===== src/rtl/proc_pkg.sv =====
// proc_pkg: shared datapath widths and ALU operation encoding
package proc_pkg;
  localparam int DW = 16;
  localparam int RF_AW = 4;
  localparam int DM_AW = 8;
  localparam int RF_DEPTH = 1 << RF_AW;
  localparam int DM_DEPTH = 1 << DM_AW;
  typedef enum logic [2:0] {
    ALU_ZERO, ALU_ADD, ALU_SUB, ALU_PASSA, ALU_XOR, ALU_OR, ALU_AND, ALU_INC
  } alu_op_e;
endpackage


===== src/rtl/register_file.sv =====
// register_file: 16x16 register file, two combinational reads, one write, sync clear
module register_file
  import proc_pkg::*;
(
  input  logic             clk,
  input  logic             reset,
  input  logic             we,
  input  logic [RF_AW-1:0] wa,
  input  logic [RF_AW-1:0] ra,
  input  logic [RF_AW-1:0] rb,
  input  logic [DW-1:0]    wd,
  output logic [DW-1:0]    ra_data,
  output logic [DW-1:0]    rb_data
);
  logic [DW-1:0] rf_q [RF_DEPTH];
  logic [DW-1:0] rf_d [RF_DEPTH];
  always_comb begin
    rf_d = rf_q;
    if (we) rf_d[wa] = wd;
  end
  always_ff @(posedge clk) begin
    if (reset) rf_q <= '{default: '0};
    else rf_q <= rf_d;
  end
  // reads see the pre-edge contents; no write bypass
  assign ra_data = rf_q[ra];
  assign rb_data = rf_q[rb];
endmodule


===== src/rtl/datapath_unit.sv =====
// datapath_unit: register file, data memory, write-back mux and ALU driven by the control unit
module datapath_unit
  import proc_pkg::*;
(
  input  logic             clk,
  input  logic             reset,
  input  logic [DM_AW-1:0] D_addr,
  input  logic             D_Wr,
  input  logic             RF_s,
  input  logic             RF_W_en,
  input  logic [RF_AW-1:0] RF_W_addr,
  input  logic [RF_AW-1:0] RF_Ra_addr,
  input  logic [RF_AW-1:0] RF_Rb_addr,
  input  logic [2:0]       ALU_s0,
  output logic [DW-1:0]    Ra_data,
  output logic [DW-1:0]    Rb_data,
  output logic [DW-1:0]    ALU_Out,
  output logic             ALU_zero,
  output logic [DW-1:0]    W_data
);
  logic [DW-1:0] mem_q [DM_DEPTH];
  logic [DW-1:0] rd_q, rd_d, alu_out;
  register_file u_rf (
    .clk     (clk),
    .reset   (reset),
    .we      (RF_W_en),
    .wa      (RF_W_addr),
    .ra      (RF_Ra_addr),
    .rb      (RF_Rb_addr),
    .wd      (W_data),
    .ra_data (Ra_data),
    .rb_data (Rb_data)
  );
  always_comb begin
    alu_out = '0;
    case (alu_op_e'(ALU_s0))
      ALU_ZERO:  alu_out = '0;
      ALU_ADD:   alu_out = Ra_data + Rb_data;
      ALU_SUB:   alu_out = Ra_data - Rb_data;
      ALU_PASSA: alu_out = Ra_data;
      ALU_XOR:   alu_out = Ra_data ^ Rb_data;
      ALU_OR:    alu_out = Ra_data | Rb_data;
      ALU_AND:   alu_out = Ra_data & Rb_data;
      ALU_INC:   alu_out = Ra_data + DW'(1);
    endcase
  end
  assign rd_d = mem_q[D_addr];
  // memory contents survive reset; only the read register is cleared
  always_ff @(posedge clk) begin
    rd_q <= reset ? '0 : rd_d;
    if (D_Wr && !reset) mem_q[D_addr] <= Ra_data;
  end
  assign ALU_Out  = alu_out;
  assign ALU_zero = alu_out == '0;
  assign W_data   = RF_s ? rd_q : alu_out;
endmodule


===== config.mk =====
export PLATFORM = sky130hd
export DESIGN_NAME = datapath_unit
export DESIGN_NICKNAME = d
export VERILOG_FILES = /design/src/rtl/proc_pkg.sv /design/src/rtl/register_file.sv /design/src/rtl/datapath_unit.sv
export SDC_FILE = /design/constraint.sdc
export NUM_CORES = 2
export LEC_CHECK = 0
export BUFFER_PORTS_ARGS = -buffer_cell sky130_fd_sc_hd__buf_4
export CAP_MARGIN = 20
export CORE_MARGIN = 8
export CORE_UTILIZATION = 50
export CTS_CLUSTER_DIAMETER = 150
export CTS_CLUSTER_SIZE = 24
export DETAILED_ROUTE_END_ITERATION = 6
export PLACE_DENSITY = 0.71
export SETUP_SLACK_MARGIN = 0.05
export SYNTH_ARGS = -nofsm -noshare
export SYNTH_HDL_FRONTEND = slang
export SYNTH_SLANG_ARGS = --single-unit

===== constraint.sdc =====
create_clock -name clk -period 14.92 [get_ports clk]
set_clock_uncertainty 0.05 [all_clocks]
set_input_delay 4.476 -clock clk [delete_from_list [all_inputs] [get_ports clk]]
set_output_delay 4.476 -clock clk [all_outputs]
set_load 0.02 [all_outputs]

# [Word-level counts from Yosys, hierarchy flattened]
# Memories as Yosys holds them, arrays and structs flattened. A register that Yosys moved wholly into a read port is not among the register bits.
# Index checks and enable logic that the tools add are counted.
[classes] reduce_logical=5 n_eq_ne=7 n_addsub=3 bitwise=6 magnitude_cmp=4 n_mux=13
[op_table] op="256-bit bitwise mux" count=1
[op_table] op="16-bit binary-select mux with 4-bit select" count=2
[op_table] op="16-bit case mux with 8 select lines" count=1
[op_table] op="16-bit two-way mux" count=6
[op_table] op="16-bit demux with 4-bit select" count=1
[op_table] op="16-bit by 1-bit adder with 16-bit output (second input constant)" count=1
[op_table] op="16-bit adder" count=1
[op_table] op="16-bit AND" count=1
[op_table] op="16-bit zero test" count=1
[op_table] op="16-bit OR" count=1
[op_table] op="16-bit subtractor" count=1
[op_table] op="16-bit XOR" count=1
[op_table] op="5-bit >= comparator (second input constant)" count=3
[op_table] op="4-bit inverter with 5-bit output" count=3
[op_table] op="3-bit == test (second input constant)" count=4
[op_table] op="3-bit by 2-bit == test with 1-bit output (second input constant)" count=2
[op_table] op="5-bit by 1-bit less-than comparator with 1-bit output (second input constant)" count=1
[op_table] op="3-bit by 1-bit == test with 1-bit output (second input constant)" count=1
[op_table] op="3-bit zero test" count=1
[op_table] op="1-bit logical AND" count=2
[op_table] op="1-bit two-way mux" count=2
[op_table] op="1-bit zero test" count=1
[totals] word_cells=55 memories=1 ram_bits=4096 register_bits=256
[mem_list] name="mem_q" words=256 word_bits=16 rd=1 rd_clocked_by_memory_dff=1 wr=1 line_no="datapath_unit.sv:21" source="logic [DW-1:0] mem_q [DM_DEPTH];"

# [Logic depth before layout (Yosys ltp)]
[depth] depth_word=8 ltp_mapped=24 ltp_nobuf=20

# [Cells and area by module]
# Synthesis repeated with hierarchy kept, for this count alone.
[hier_totals] hier_cells=8736 hier_area_um2=173536.4
[modules_own_cells] module="datapath_unit" n_inst=1 cells_per_inst=7252 area_per_inst_um2=159748.2 seq_area_each_um2=123318.3
[modules_own_cells] module="register_file" n_inst=1 cells_per_inst=1484 area_per_inst_um2=13788.2 seq_area_each_um2=5124.9

# [Worst setup path after synthesis]
# No wires, ideal clock.
[synth_timing] path_type="input to output" startpoint="input port RF_Ra_addr[1]" endpoint="output port W_data[8]" path_buffers=3 arrival_ns=10.173 path_slack_ns=0.221 path_stages=15 required_ns=10.394 path_cell_list="buf_4 > clkbuf_1 > mux4_2 > mux4_2 > ha_1 > inv_1 > fa_1 > nor2b_1 > o21ai_0 > a211oi_1 > o31a_1 > nor3_1 > o31ai_1 > mux2_2 > buf_1"
[synth_via] elab_chain_len=7 word_cells_on_any_way=12
[synth_rtl] element="from (decl)" line_no="datapath_unit.sv:12" source="input logic [RF_AW-1:0] RF_Ra_addr,"
[synth_rtl] element="4-bit inverter with 5-bit output (not written as such) *" line_no="register_file.sv:26" source="assign ra_data = rf_q[ra];"
[synth_rtl] element="16-bit binary-select mux with 4-bit select *" line_no="register_file.sv:26"
[synth_rtl] element="16-bit two-way mux (not written as such) * (2 in a row)" line_no="register_file.sv:26"
[synth_rtl] element="net Ra_data[0]" line_no="datapath_unit.sv:15" source="output logic [DW-1:0] Ra_data,"
[synth_rtl] element="16-bit by 1-bit adder with 16-bit output (tied with other cells)" line_no="datapath_unit.sv:44" source="ALU_INC: alu_out = Ra_data + DW'(1);"
[synth_rtl] element="16-bit case mux with 8 select lines *" line_no="datapath_unit.sv:36" source="case (alu_op_e'(ALU_s0))"
[synth_rtl] element="net ALU_Out[8]" line_no="datapath_unit.sv:17" source="output logic [DW-1:0] ALU_Out,"
[synth_rtl] element="16-bit two-way mux *" line_no="datapath_unit.sv:55" source="assign W_data = RF_s ? rd_q : alu_out;"
[synth_rtl] element="to (decl)" line_no="datapath_unit.sv:19" source="output logic [DW-1:0] W_data"
# Mark *: on every way through the listed nets, which the timed path passes. The rest lies on a longest branch. The select of a mux whose other input is x is not followed.

# [Final worst setup path]
[layout_timing] startpoint="input port RF_Rb_addr[0]" endpoint="output port ALU_zero"
[layout_via] elab_chain_len=7 word_cells_on_any_way=11
[layout_rtl] element="from (decl)" line_no="datapath_unit.sv:13" source="input logic [RF_AW-1:0] RF_Rb_addr,"
[layout_rtl] element="4-bit inverter with 5-bit output (not written as such) *" line_no="register_file.sv:27" source="assign rb_data = rf_q[rb];"
[layout_rtl] element="16-bit binary-select mux with 4-bit select *" line_no="register_file.sv:27"
[layout_rtl] element="16-bit two-way mux (not written as such) * (2 in a row)" line_no="register_file.sv:27"
[layout_rtl] element="16-bit subtractor (tied with other cells)" line_no="datapath_unit.sv:39" source="ALU_SUB: alu_out = Ra_data - Rb_data;"
[layout_rtl] element="16-bit case mux with 8 select lines *" line_no="datapath_unit.sv:36"
[layout_rtl] element="16-bit zero test *" line_no="datapath_unit.sv:54" source="assign ALU_zero = alu_out == '0;"
[layout_rtl] element="to (decl)" line_no="datapath_unit.sv:18" source="output logic ALU_zero,"
# Mark *: on every way between the ends. The rest lies on a longest branch, timed or not. The select of a mux whose other input is x is not followed.

==> results by group <==
Run status
  – Outcome: finished, final reports clean

Synth
  – Adder-cell area share of the yosys netlist: 0.00360
  – YS warnings: 0
  – Proportion of synthesized area in mux cells: 0.194
  – Synth Area in Simple Gates: 0.0276
  – Synth Area per Inst: 21.4 µm²
  – Synth Area in Compound Gates: 0.0158
  – Seq/Total Area, Yosys: 0.744
  – Post-synth EDFFs: 4096
  – Post-synth cell types: 79
  – XOR/XNOR Fraction of Synth Area: 0.000812
  – FFs w/ async S/R, synth: 0
  – Main synth FF type: edfxtp_1
  – Gate Count Post-Synth: 8074
  – Netlist Area Pre-Place: 173000 µm²
  – Synthesized net count: 8151
  – Flop and latch count out of synthesis: 4368
  – Largest family of logic cells by synthesized area: multiplexers

Timing
  – Hold Vio Cnt, Final: 0
  – Final WS setup: 0.486 ns
  – TNS Setup: 0 ns
  – RSZ-0062 raised after global routing: false
  – Period utilisation layout: 0.967
  – Worst-margin pin slew: 1.46 ns
  – Slew Limit Fails: 0
  – Rel. slew slack: 0.0295
  – Fmax: 69.3 MHz
  – Final Setup Violations: 0
  – Fin crit period: 14.43 ns

Global routing
  – Grt ovf: 0
  – Total GRT Usage: 0.246
  – Vias in the first global route: 84573
  – First-pass GRT wire length: 644000 µm
  – Largest net degree at the start of global routing: 250
  – Antenna violations before repair: 31

Final layout
  – Nets: 8401
  – Commonest non-fill, non-tap cell in the layout: edfxtp_1
  – Most frequent cells in the layout: edfxtp_1 (4096), mux4_2 (1418), nand2_1 (567)
  – Share of layout cells above drive strength 1: 0.297
  – Layout area overhead: 8.39%

Clock network
  – Worst skew pair latency: 1.01 ns
  – CTS tree: done
  – CTS sink cnt: 4368
  – Num CTS Buffers: 204
  – Clock buffer depth: 4
  – Gates resized, CTS repair: 0
  – Post-CTS setup buffer count: 0
  – Hold buffer count at CTS: 0
  – Clock tree root buffer cell: clkbuf_16
  – Clock-pin transition on the worst setup and hold timing paths: 0.10 ns
  – H-Tree Depth: 4

Critical path
  – CP Cell Sequence: buf_4, buf_4, mux4_2, a21o_1, a221oi_2, inv_1, nor2_1, a31oi_1, xnor2_1, nor2_1, ha_1, or3_1, a21o_1, a31oi_1, o31ai_1, xnor2_1, o21a_1, o21ai_0, and4_1, buf_4
  – CP startpoint: RF_Rb_addr[0]
  – Critical path's top delay family: compound AO/OA/AOI/OAI gates
  – Kind of critical path: primary input to output pin
  – RR Endpoint: u_rf.rf_q[159]$_SDFFE_PP0P_
  – Worst-path maximum fanout: 37
  – Largest stage delay, worst path: 0.64 ns
  – Endpoint class of the critical path: output pin
  – WP buf/inv: 4
  – Crit path to: ALU_zero
  – Most common cell on crit path: buf_4
  – Minimum setup slack among reg-to-reg paths: 9.57 ns
  – Arrival time at the worst endpoint: 9.91 ns
  – Crit path required time: 10.39 ns
  – Worst Reg2Reg Path Length in Cells: 19
  – Worst reg2reg startpoint: u_rf.rf_q[64]$_SDFFE_PP0P_
  – Worst path slowest cell: buf_4
  – Critical Path Stages: 20
  – Kind of start point of the critical path: primary input

Detailed routing
  – Number of vias per cell: 6.62
  – WL/cell: 35.2 µm
  – Post-route DRC: 0
  – DRT iter0 DRCs: 12878
  – First-pass DRT Iterations: 7
  – Post-DRT Antenna Nets: 0
  – Via count: 85643
  – Total Wirelength: 455000 µm

Die
  – Chip Height: 603 µm
  – Die width: 603 µm
  – Core ar.: 343000 µm²
  – IO Count: 93
  – Std-Cell Rows: 215
  – Die footprint: 364000 µm²
  – Starting Density: 0.503

Power and ir drop
  – Comb power frac: 0.047
  – Clock power share: 0.303
  – Internal power: 16100 µW
  – VDD IR max: 106 µV
  – NetSw: 4260 µW
  – Reg power frac: 0.649
  – Power per Cell Area: 109 nW/µm²
  – Pleak: 0.0553 µW
  – Switching part of the total: 0.209

Run
  – MaxCap Viol Count: 0

Placed design
  – Setup WS pre-CTS: 0.509 ns
  – PortBufs: 92
  – Placer Congestion: 0.908
  – DPL Wire Length: 275000 µm

Min path
  – Min-delay worst type: flip-flop to flip-flop
area by class of cell:
type	instances	area (µm²)
antenna	9	22.5
clock buffer	235	5240
clock inverter	11	195
fill	25272	156000
inverter	42	158
multi-input combinational	3163	42400
sequential	4368	128000
tap	4557	5700
timing repair buffer	545	4850
logic make-up after synthesis:
logic type / after synthesis
adder cells (fa/ha/maj): 49
AND/OR/NAND/NOR: 1123
multiplexers: 1524
buffers and inverters: 543
flip-flops: 4368
XOR/XNOR: 16
AO/OA/AOI/OAI: 451
worst register-to-register path, cell delays in order (launching register included):
cell	delay, ns
dfxtp_1	0.35
mux4_2	0.47
a22o_1	0.25
a221oi_2	0.45
ha_1	0.33
a22oi_1	0.16
nor2_1	0.06
a21o_1	0.17
ha_1	0.28
a21o_1	0.11
a21o_1	0.19
a211oi_1	0.12
o31ai_1	0.52
a31oi_1	0.25
o31ai_1	0.52
nor3_1	0.09
o21a_1	0.17
a211oi_4	0.27
buf_4	0.32
o31ai_1	0.12
routing by layer:
metal / global-route usage / up-vias / wire [µm]
met3: 0.0527 / 832 / 51000
li1: - / 33775 / -
met2: 0.390 / 5242 / 215000
met5: 0 / - / 77
met4: 0.0888 / 12 / 19900
met1: 0.342 / 45782 / 169000
cells in the mapped netlist, drive strengths merged (7+ instances only):
cell type,n,area share
nand4,11,0.00040
a21o,9,0.00039
mux4,1449,0.19
nand3,66,0.0020
o22ai,18,0.00065
nor4,7,0.00034
and2,11,0.00040
inv,40,0.00087
dlygate4sd1,11,0.00056
o21ai,28,0.00081
nand3b,17,0.00074
a22oi,34,0.0015
a31oi,23,0.00083
a21oi,268,0.0078
mux2i,54,0.0031
buf,222,0.0067
a221oi,9,0.00053
edfxtp,4096,0.71
clkbuf,268,0.0058
nor2,323,0.0070
nand2b,16,0.00058
nor3,28,0.00088
mux2,21,0.0014
ha,48,0.0035
o31ai,20,0.0011
xnor2,15,0.00076
nor2b,42,0.0015
dfxtp,272,0.032
nand2,577,0.013
how the worst min path moves through the flow:
stage,startpoint,endpoint,slack (ns),cells past startpoint
global placement,u_rf.rf_q[203]$_SDFFE_PP0P_,u_rf.rf_q[203]$_SDFFE_PP0P_,0.41,2
finish,u_rf.rf_q[49]$_SDFFE_PP0P_,u_rf.rf_q[49]$_SDFFE_PP0P_,0.43,2
CTS,u_rf.rf_q[49]$_SDFFE_PP0P_,u_rf.rf_q[49]$_SDFFE_PP0P_,0.42,2
detailed placement,u_rf.rf_q[7]$_SDFFE_PP0P_,u_rf.rf_q[7]$_SDFFE_PP0P_,0.41,2
floorplan,u_rf.rf_q[222]$_SDFFE_PP0P_,u_rf.rf_q[222]$_SDFFE_PP0P_,0.39,2
global route,u_rf.rf_q[49]$_SDFFE_PP0P_,u_rf.rf_q[49]$_SDFFE_PP0P_,0.44,2
flip-flops by register name, summed over array words and instances, names as in the netlist:
signal	flops
rd_q	16
mem_q	4096
u_rf.rf_q	256
through the flow:
step / area, µm² / total power [µW] / utilization / std cells / hold WS (ns)
2_1_floorplan: 173000 / 14100 / - / 8074 / 0.391
3_3_place_gp: 181000 / 14500 / 0.527 / 12634 / 0.406
3_5_place_dp: 181000 / 14500 / 0.528 / 12658 / 0.409
4_1_cts: 187000 / 20400 / 0.544 / 12904 / 0.423
5_1_grt: 187000 / 20900 / 0.545 / 12926 / 0.442
6_report: 187000 / 20400 / 0.545 / 12930 / 0.427
power groups by stage:
stage	sequential [µW]	combinational, µW	clock (µW)
detailed placement	13500	959	0
CTS	13200	961	6260
global route	13200	1000	6630
global placement	13500	948	0
floorplan	13500	624	0
finish	13200	960	6180
Power figures use the tool's default switching activity.
